<file path="config.mk">
export PLATFORM = sky130hd
export DESIGN_NAME = instr_fetch
export DESIGN_NICKNAME = d
export VERILOG_FILES = /design/src/rtl/instr_fetch.sv
export SDC_FILE = /design/constraint.sdc
export NUM_CORES = 1
export LEC_CHECK = 0
export ABC_AREA = 1
export CAP_MARGIN = 30
export CORE_MARGIN = 3
export CORE_UTILIZATION = 52
export CTS_BUF_LIST = sky130_fd_sc_hd__clkbuf_8
export DETAILED_ROUTE_END_ITERATION = 7
export GPL_ROUTABILITY_DRIVEN = 0
export PLACE_DENSITY = 0.83
export SLEW_MARGIN = 20
export SYNTH_ARGS = -nofsm -noshare
export SYNTH_HDL_FRONTEND = slang
export SYNTH_HIERARCHICAL = 1
export SYNTH_SLANG_ARGS = --single-unit
export TNS_END_PERCENT = 20
</file>
<file path="constraint.sdc">
create_clock -name clk -period 4.7 [get_ports clk]
set_input_delay 0.94 -clock clk [delete_from_list [all_inputs] [get_ports clk]]
set_output_delay 0.94 -clock clk [all_outputs]
set_load 0.005 [all_outputs]
</file>
<file path="src/rtl/instr_fetch.sv">
// Generic FIFO with synchronous clear; head is visible combinationally, zero-cycle read.
// A push into a full FIFO is taken only when a pop happens in the same cycle.
module fifo #(
  parameter int W     = 32,
  parameter int DEPTH = 2,
  parameter int CW    = $clog2(DEPTH + 1)
) (
  input  logic          clk,
  input  logic          clr,
  input  logic          push_vld,
  input  logic [W-1:0]  push_dat,
  input  logic          pop_vld,
  output logic [W-1:0]  head_dat,
  output logic          empty,
  output logic [CW-1:0] count
);

  localparam int PW = (DEPTH > 1) ? $clog2(DEPTH) : 1;

  logic [W-1:0]  store [DEPTH];
  logic [PW-1:0] rd_ptr;
  logic [PW-1:0] wr_ptr;
  logic          do_push;
  logic          do_pop;

  function automatic logic [PW-1:0] ptr_inc(input logic [PW-1:0] p);
    return (p == PW'(DEPTH - 1)) ? '0 : p + PW'(1);
  endfunction

  assign empty    = (count == '0);
  assign do_pop   = pop_vld && !empty;
  assign do_push  = push_vld && ((count != CW'(DEPTH)) || do_pop);
  assign head_dat = store[rd_ptr];

  always_ff @(posedge clk) begin
    if (do_push && !clr) begin
      store[wr_ptr] <= push_dat;
    end
  end

  always_ff @(posedge clk) begin
    if (clr) begin
      rd_ptr <= '0;
      wr_ptr <= '0;
      count  <= '0;
    end else begin
      if (do_push) wr_ptr <= ptr_inc(wr_ptr);
      if (do_pop)  rd_ptr <= ptr_inc(rd_ptr);
      count <= count + CW'(do_push) - CW'(do_pop);
    end
  end

endmodule

// Instruction fetch with credit-limited request stream, in-order response buffer and static
// backward-branch/JAL prediction; outputs combinational from buffer head, stall holds the head.
module instr_fetch #(
  parameter int              XLEN    = 32,
  parameter logic [XLEN-1:0] BOOT_PC = '0,
  parameter int              DEPTH   = 2
) (
  input  logic            clk,
  input  logic            rst,
  output logic            imem_req_valid,
  input  logic            imem_req_ready,
  output logic [XLEN-1:0] imem_req_addr,
  input  logic            imem_rsp_valid,
  input  logic [XLEN-1:0] imem_rsp_data,
  input  logic            redirect_valid,
  input  logic [XLEN-1:0] redirect_pc,
  input  logic            stall,
  output logic            out_valid,
  output logic [XLEN-1:0] pc_out,
  output logic [XLEN-1:0] pc_p4_out,
  output logic [XLEN-1:0] instr_out,
  output logic            branch_take_out
);

  localparam int CW = $clog2(DEPTH + 1);
  localparam logic [XLEN-1:0] ALIGN_MASK = ~XLEN'(3);

  logic [XLEN-1:0]   fetch_pc;
  logic [CW-1:0]     drop_cnt;
  logic [CW-1:0]     outstanding;
  logic [CW-1:0]     fifo_count;
  logic [CW:0]       in_use;
  logic [XLEN-1:0]   pcq_head;
  logic              pcq_empty;
  logic [2*XLEN-1:0] rsp_head;
  logic              rsp_empty;

  logic            credit_ok;
  logic            req_fire;
  logic            rsp_arrive;
  logic            rsp_keep;
  logic            head_vld;
  logic            pop;
  logic            take;
  logic            take_pop;
  logic            flush;
  logic            is_jal;
  logic            is_bneg;
  logic [XLEN-1:0] head_pc;
  logic [XLEN-1:0] head_instr;
  logic [XLEN-1:0] imm_j;
  logic [XLEN-1:0] imm_b;
  logic [XLEN-1:0] target;
  logic [CW-1:0]   drop_after;

  // Outstanding requests are exactly the PCs waiting in this queue, dropped ones included.
  fifo #(.W(XLEN), .DEPTH(DEPTH)) u_pc_q (
    .clk      (clk),
    .clr      (rst),
    .push_vld (req_fire),
    .push_dat (fetch_pc),
    .pop_vld  (rsp_arrive),
    .head_dat (pcq_head),
    .empty    (pcq_empty),
    .count    (outstanding)
  );

  fifo #(.W(2 * XLEN), .DEPTH(DEPTH)) u_rsp_q (
    .clk      (clk),
    .clr      (flush),
    .push_vld (rsp_keep),
    .push_dat ({pcq_head, imem_rsp_data}),
    .pop_vld  (pop),
    .head_dat (rsp_head),
    .empty    (rsp_empty),
    .count    (fifo_count)
  );

  assign head_pc    = rsp_head[2*XLEN-1:XLEN];
  assign head_instr = rsp_head[XLEN-1:0];

  assign is_jal  = (head_instr[6:0] == 7'b1101111);
  assign is_bneg = (head_instr[6:0] == 7'b1100011) && head_instr[31];
  assign imm_j   = {{(XLEN-20){head_instr[31]}}, head_instr[19:12], head_instr[20],
                    head_instr[30:21], 1'b0};
  assign imm_b   = {{(XLEN-12){head_instr[31]}}, head_instr[7], head_instr[30:25],
                    head_instr[11:8], 1'b0};
  assign target  = head_pc + (is_jal ? imm_j : imm_b);

  assign head_vld = !rst && !rsp_empty;
  assign take     = head_vld && (is_jal || is_bneg);
  assign pop      = head_vld && !stall && !redirect_valid;
  assign take_pop = pop && take;
  assign flush    = rst || redirect_valid || take_pop;

  assign in_use         = {1'b0, outstanding} + {1'b0, fifo_count};
  assign credit_ok      = in_use < (CW+1)'(DEPTH);
  assign imem_req_valid = !rst && !redirect_valid && !take_pop && credit_ok;
  assign imem_req_addr  = fetch_pc;
  assign req_fire       = imem_req_valid && imem_req_ready;

  // A response with no matching request (e.g. one left over from before reset) is ignored.
  assign rsp_arrive = !rst && imem_rsp_valid && !pcq_empty;
  assign rsp_keep   = rsp_arrive && (drop_cnt == '0);
  assign drop_after = outstanding - CW'(rsp_arrive);

  assign out_valid       = head_vld;
  assign pc_out          = head_vld ? head_pc : '0;
  assign pc_p4_out       = head_vld ? head_pc + XLEN'(4) : '0;
  assign instr_out       = head_vld ? head_instr : '0;
  assign branch_take_out = take;

  // Redirect outranks a predicted-taken pop; neither issues a request in its cycle.
  always_ff @(posedge clk) begin
    if (rst) begin
      fetch_pc <= BOOT_PC & ALIGN_MASK;
      drop_cnt <= '0;
    end else if (redirect_valid) begin
      fetch_pc <= redirect_pc & ALIGN_MASK;
      drop_cnt <= drop_after;
    end else if (take_pop) begin
      fetch_pc <= target & ALIGN_MASK;
      drop_cnt <= drop_after;
    end else begin
      if (req_fire) fetch_pc <= fetch_pc + XLEN'(4);
      if (rsp_arrive && (drop_cnt != '0)) drop_cnt <= drop_cnt - CW'(1);
    end
  end

endmodule

</file>
==> summary.md <==
| Metric | Value |
|---|---|
| Fmax | roughly 0.22 GHz |
| Worst min path class | flop to flop |
| Routed WL | ~38 mm |
| Die area | between 20000 and 30000 µm² |
| Post-synth top cells | 259 x nand2_1, 192 x edfxtp_1, 185 x inv_1 |
| Leakage | 0.00688 µW |
| Tmin final | ~4500 ps |
| Flops & latches, synth | ~230 |
| Placed Instances | slightly below 2000 |
| Clock share of power | 0.392 |
| WL met1 | about 15 mm |
| Worst r2r dst | imem_req_addr[21] |
| WP data required | roughly 3800 ps |
| Endpoint type of the worst setup path | output port |
| Largest net degree at the start of global routing | 81 |
| Period utilization | 0.948 |
| Seq/Total Area, Yosys | 0.477 |
| Vias in the first global route | 10830 |
| Gr usage total | 0.255 |
| Worst R2R Setup Slack | 750 ps |
| Worst slew pin tran | about 630 ps |
| Rel. slew slack | 0.579 |
| Max-slew violations | 0 |
| Total gr overflow | 0 |
| Max incr delay on CP | between 500 and 600 ps |
| Status | finished, final reports clean |
| Reg power frac | 0.536 |
| Synth Area in XOR/XNOR | 0.0247 |
| Async set-reset flop share out of synthesis | 0 |
| Startpoint types | flop |
| Metal3 WL | ~4.5 mm |
| Most instantiated library cell after synthesis | nand2_1 |
| Die span in y | between 150 and 200 µm |
| Hold path depth | 2 |
| Post-synth EDFFs | 192 |
| Core ar. | 26100 µm² |
| Cell Chain, Critical Path | buf_6, mux2_4, nand2_1, nor3_4, nand4_1, nor2_2, nand3_2, nor2_2, nand4_1, nor2_2, nand2_1, nand2_1, nand2_1, nor2_1, clkdlybuf4s50_1 |
| Hpwl dp | approximately 28 mm |
| Post-Syn Instances | about 1500 |
| Clk slew on worst S/H paths | around 60 ps |
| Root buffer cell | clkbuf_8 |
| RSZ-0062 raised after global routing | no |
| Syn Area/Cell | just over 9 µm² |
| Worst-Skew Late Latency | roughly 530 ps |
| TritonCTS clock tree | done |
| CP Max Fanout | 24 |
| Sink Count | between 200 and 250 |
| Final setup vio count | 0 |
| Yosys top cell area share | 0.416 |
| Hold endpoint | u_pc_q/rd_ptr |
| Arr. time, crit path | 3520 ps |
| # rows | 59 |
| Routed via count | 11647 |
| Vias/cell | ~5.7 |
| Synth cell types | 48 |
| Cts bufs inserted | 38 |
| Post-synthesis compound-gate area fraction | 0.0878 |
| Critical path type | flop to output port |
| Initial antenna violation count | 0 |
| Highest routed layer | met4 |
| Drt wl/cell | around 18 µm |
| Fin nets | roughly 1800 |
| Max Clock Skew | ~25 ps |
| # diodes | 0 |
| H-tree depth | 2 |
| Yosys warning count | 6 |
| CP top delay family | simple AND/OR/NAND/NOR gates |
| Synth Flop Type | edfxtp_1 |
| Cell Pwr Density | roughly 260 nW/µm² |
| Hold Slack | 506 ps |
| Yosys top cell by area | edfxtp_1 |
| Worst Hold Launch | u_pc_q/rd_ptr |
| Clock tree buffer depth | 3 |
| Reg2reg path depth | 20 |
| # DRC | 0 |
| CP max stage cell | clkdlybuf4s50_1 |
| Buf/Inv on CP | 2 |
| Setup_tns | 0 ps |
| Comb pwr share | 0.072 |
| Post-DRT Antenna Nets | 0 |
| Area Growth Syn to Fin | 21.5% |
| P_sw | between 900 and 1000 µW |
| Starting DRC count in detailed routing | 1680 |
| Top cell by count, worst path | nand2_1 |
| Die Wd | between 150 and 200 µm |
| Final hold vios | 0 |
| Max_cap viols | 0 |
| Met2 WL | ~17 mm |
| Mux cell area share after synthesis | 0.103 |
| Dpl ws | 668 ps |
| Post-Synth Simple-Gate Area | 0.189 |
| First-pass GRT wire length | about 58 mm |
| Starting density of the core | 0.530 |
| Critical path depth | 15 |
| Synth Area in Adders | 0.0390 |
| Port Buffers | just under 200 |
| Internal | 3380 µW |
| Final setup margin | ~240 ps |
| Combinational family with the most area after synthesis | simple AND/OR/NAND/NOR gates |
| # IOs | around 200 |
| Mapped Area | approximately 14000 µm² |
| Top post-synthesis cells by area | edfxtp_1 42%, mux2_4 9.8%, nand2_1 7.0% |
| VDD IR-drop max | approximately 180 µV |
| Switching Share | 0.225 |
| TritonRoute pass-1 iters | 7 |
| Share of cells above drive strength 1 | 0.120 |
| Post-route insts no fill | between 2000 and 2500 |
kinds of logic after synthesis:
| family | Yosys count |
|---|---|
| simple gates | 605 |
| buf+inv | 237 |
| flops | 234 |
| compound gates | 226 |
| mux | 97 |
| fa+ha+maj | 42 |
| xor+xnor | 39 |
| other cells | 1 |
registers in the layout (all words and copies together), names as in the netlist, named ones only:
register,cells
u_rsp_q/wr_ptr,1
drop_cnt,2
u_rsp_q/count,2
u_pc_q/rd_ptr,1
imem_req_addr,30
u_rsp_q/rd_ptr,1
u_rsp_q/store,128
u_pc_q/count,2
u_pc_q/wr_ptr,1
u_pc_q/store,64
power groups by stage:
stage          sequential (µW)  combinational [µW]  clock, µW
6_report                  2340                 317       1710
5_1_grt                   2340                 348       1830
4_1_cts                   2340                 315       1740
3_5_place_dp              2380                 312          0
3_3_place_gp              2380                 302          0
2_1_floorplan             2360                 156          0
final cells by class:
type                            instances  area, µm²
Clock buffer                           43        592
Clock inverter                         23        145
Fill cell                            2064       9300
Inverter                              191        717
Multi-Input combinational cell       1015       6190
Sequential cell                       234       6610
Tap cell                              335        419
Timing Repair Buffer                  214       2150
layout by cell type, fill, tap and decap left out, types with 43 or more instances in the layout:
cell	n
inv_1	199
a21oi_1	103
o21ai_0	79
clkbuf_8	43
nand3_1	63
clkdlybuf4s50_1	196
nand2_1	259
edfxtp_1	192
mux2_4	90
nor2_1	178
worst max-delay path by stage:
stage                                to  slack, ps
floorplan           u_rsp_q/store[1][0]        680
global placement         imem_req_valid        710
detailed placement        pc_p4_out[26]        670
CTS                       pc_p4_out[26]        100
global route              pc_p4_out[26]          3
finish                    pc_p4_out[26]        240
stage by stage:
step | instance area (µm²) | utilization | power [µW]
6_report | 16800 | 0.644 | 4370
3_3_place_gp | 16100 | 0.615 | 2680
5_1_grt | 16800 | 0.644 | 4520
3_5_place_dp | 16100 | 0.616 | 2690
4_1_cts | 16800 | 0.644 | 4390
2_1_floorplan | 13900 | - | 2510
timing repair:
action / CTS / global route
gates resized for setup: 0 / 2
buffers inserted: 0 / 0
endpoints found under the setup margin: 0 / 4
hold buffers: 0 / 0
metal layers:
layer / vias up / GRT usage
met5: - / 0
met3: 110 / 0.0538
li1: 5432 / -
met4: 0 / 0.0697
met1: 5361 / 0.363
met2: 744 / 0.399
worst reg2reg max path, cell delays in order (launching register included):
cell	delay (ps)
dfxtp_4	440
buf_12	290
mux2_4	370
nand2_1	100
nor2_1	70
nand2_1	80
buf_4	210
nand2_1	180
o21ai_0	130
inv_1	80
ha_1	330
a21oi_1	220
a21boi_0	340
nand2_1	190
nand2_1	100
nand2_1	80
nand2_1	70
nand2_1	50
o21ai_0	360
a21oi_1	110
nor2_1	90
Note: power is estimated with default switching activity, not from simulation.
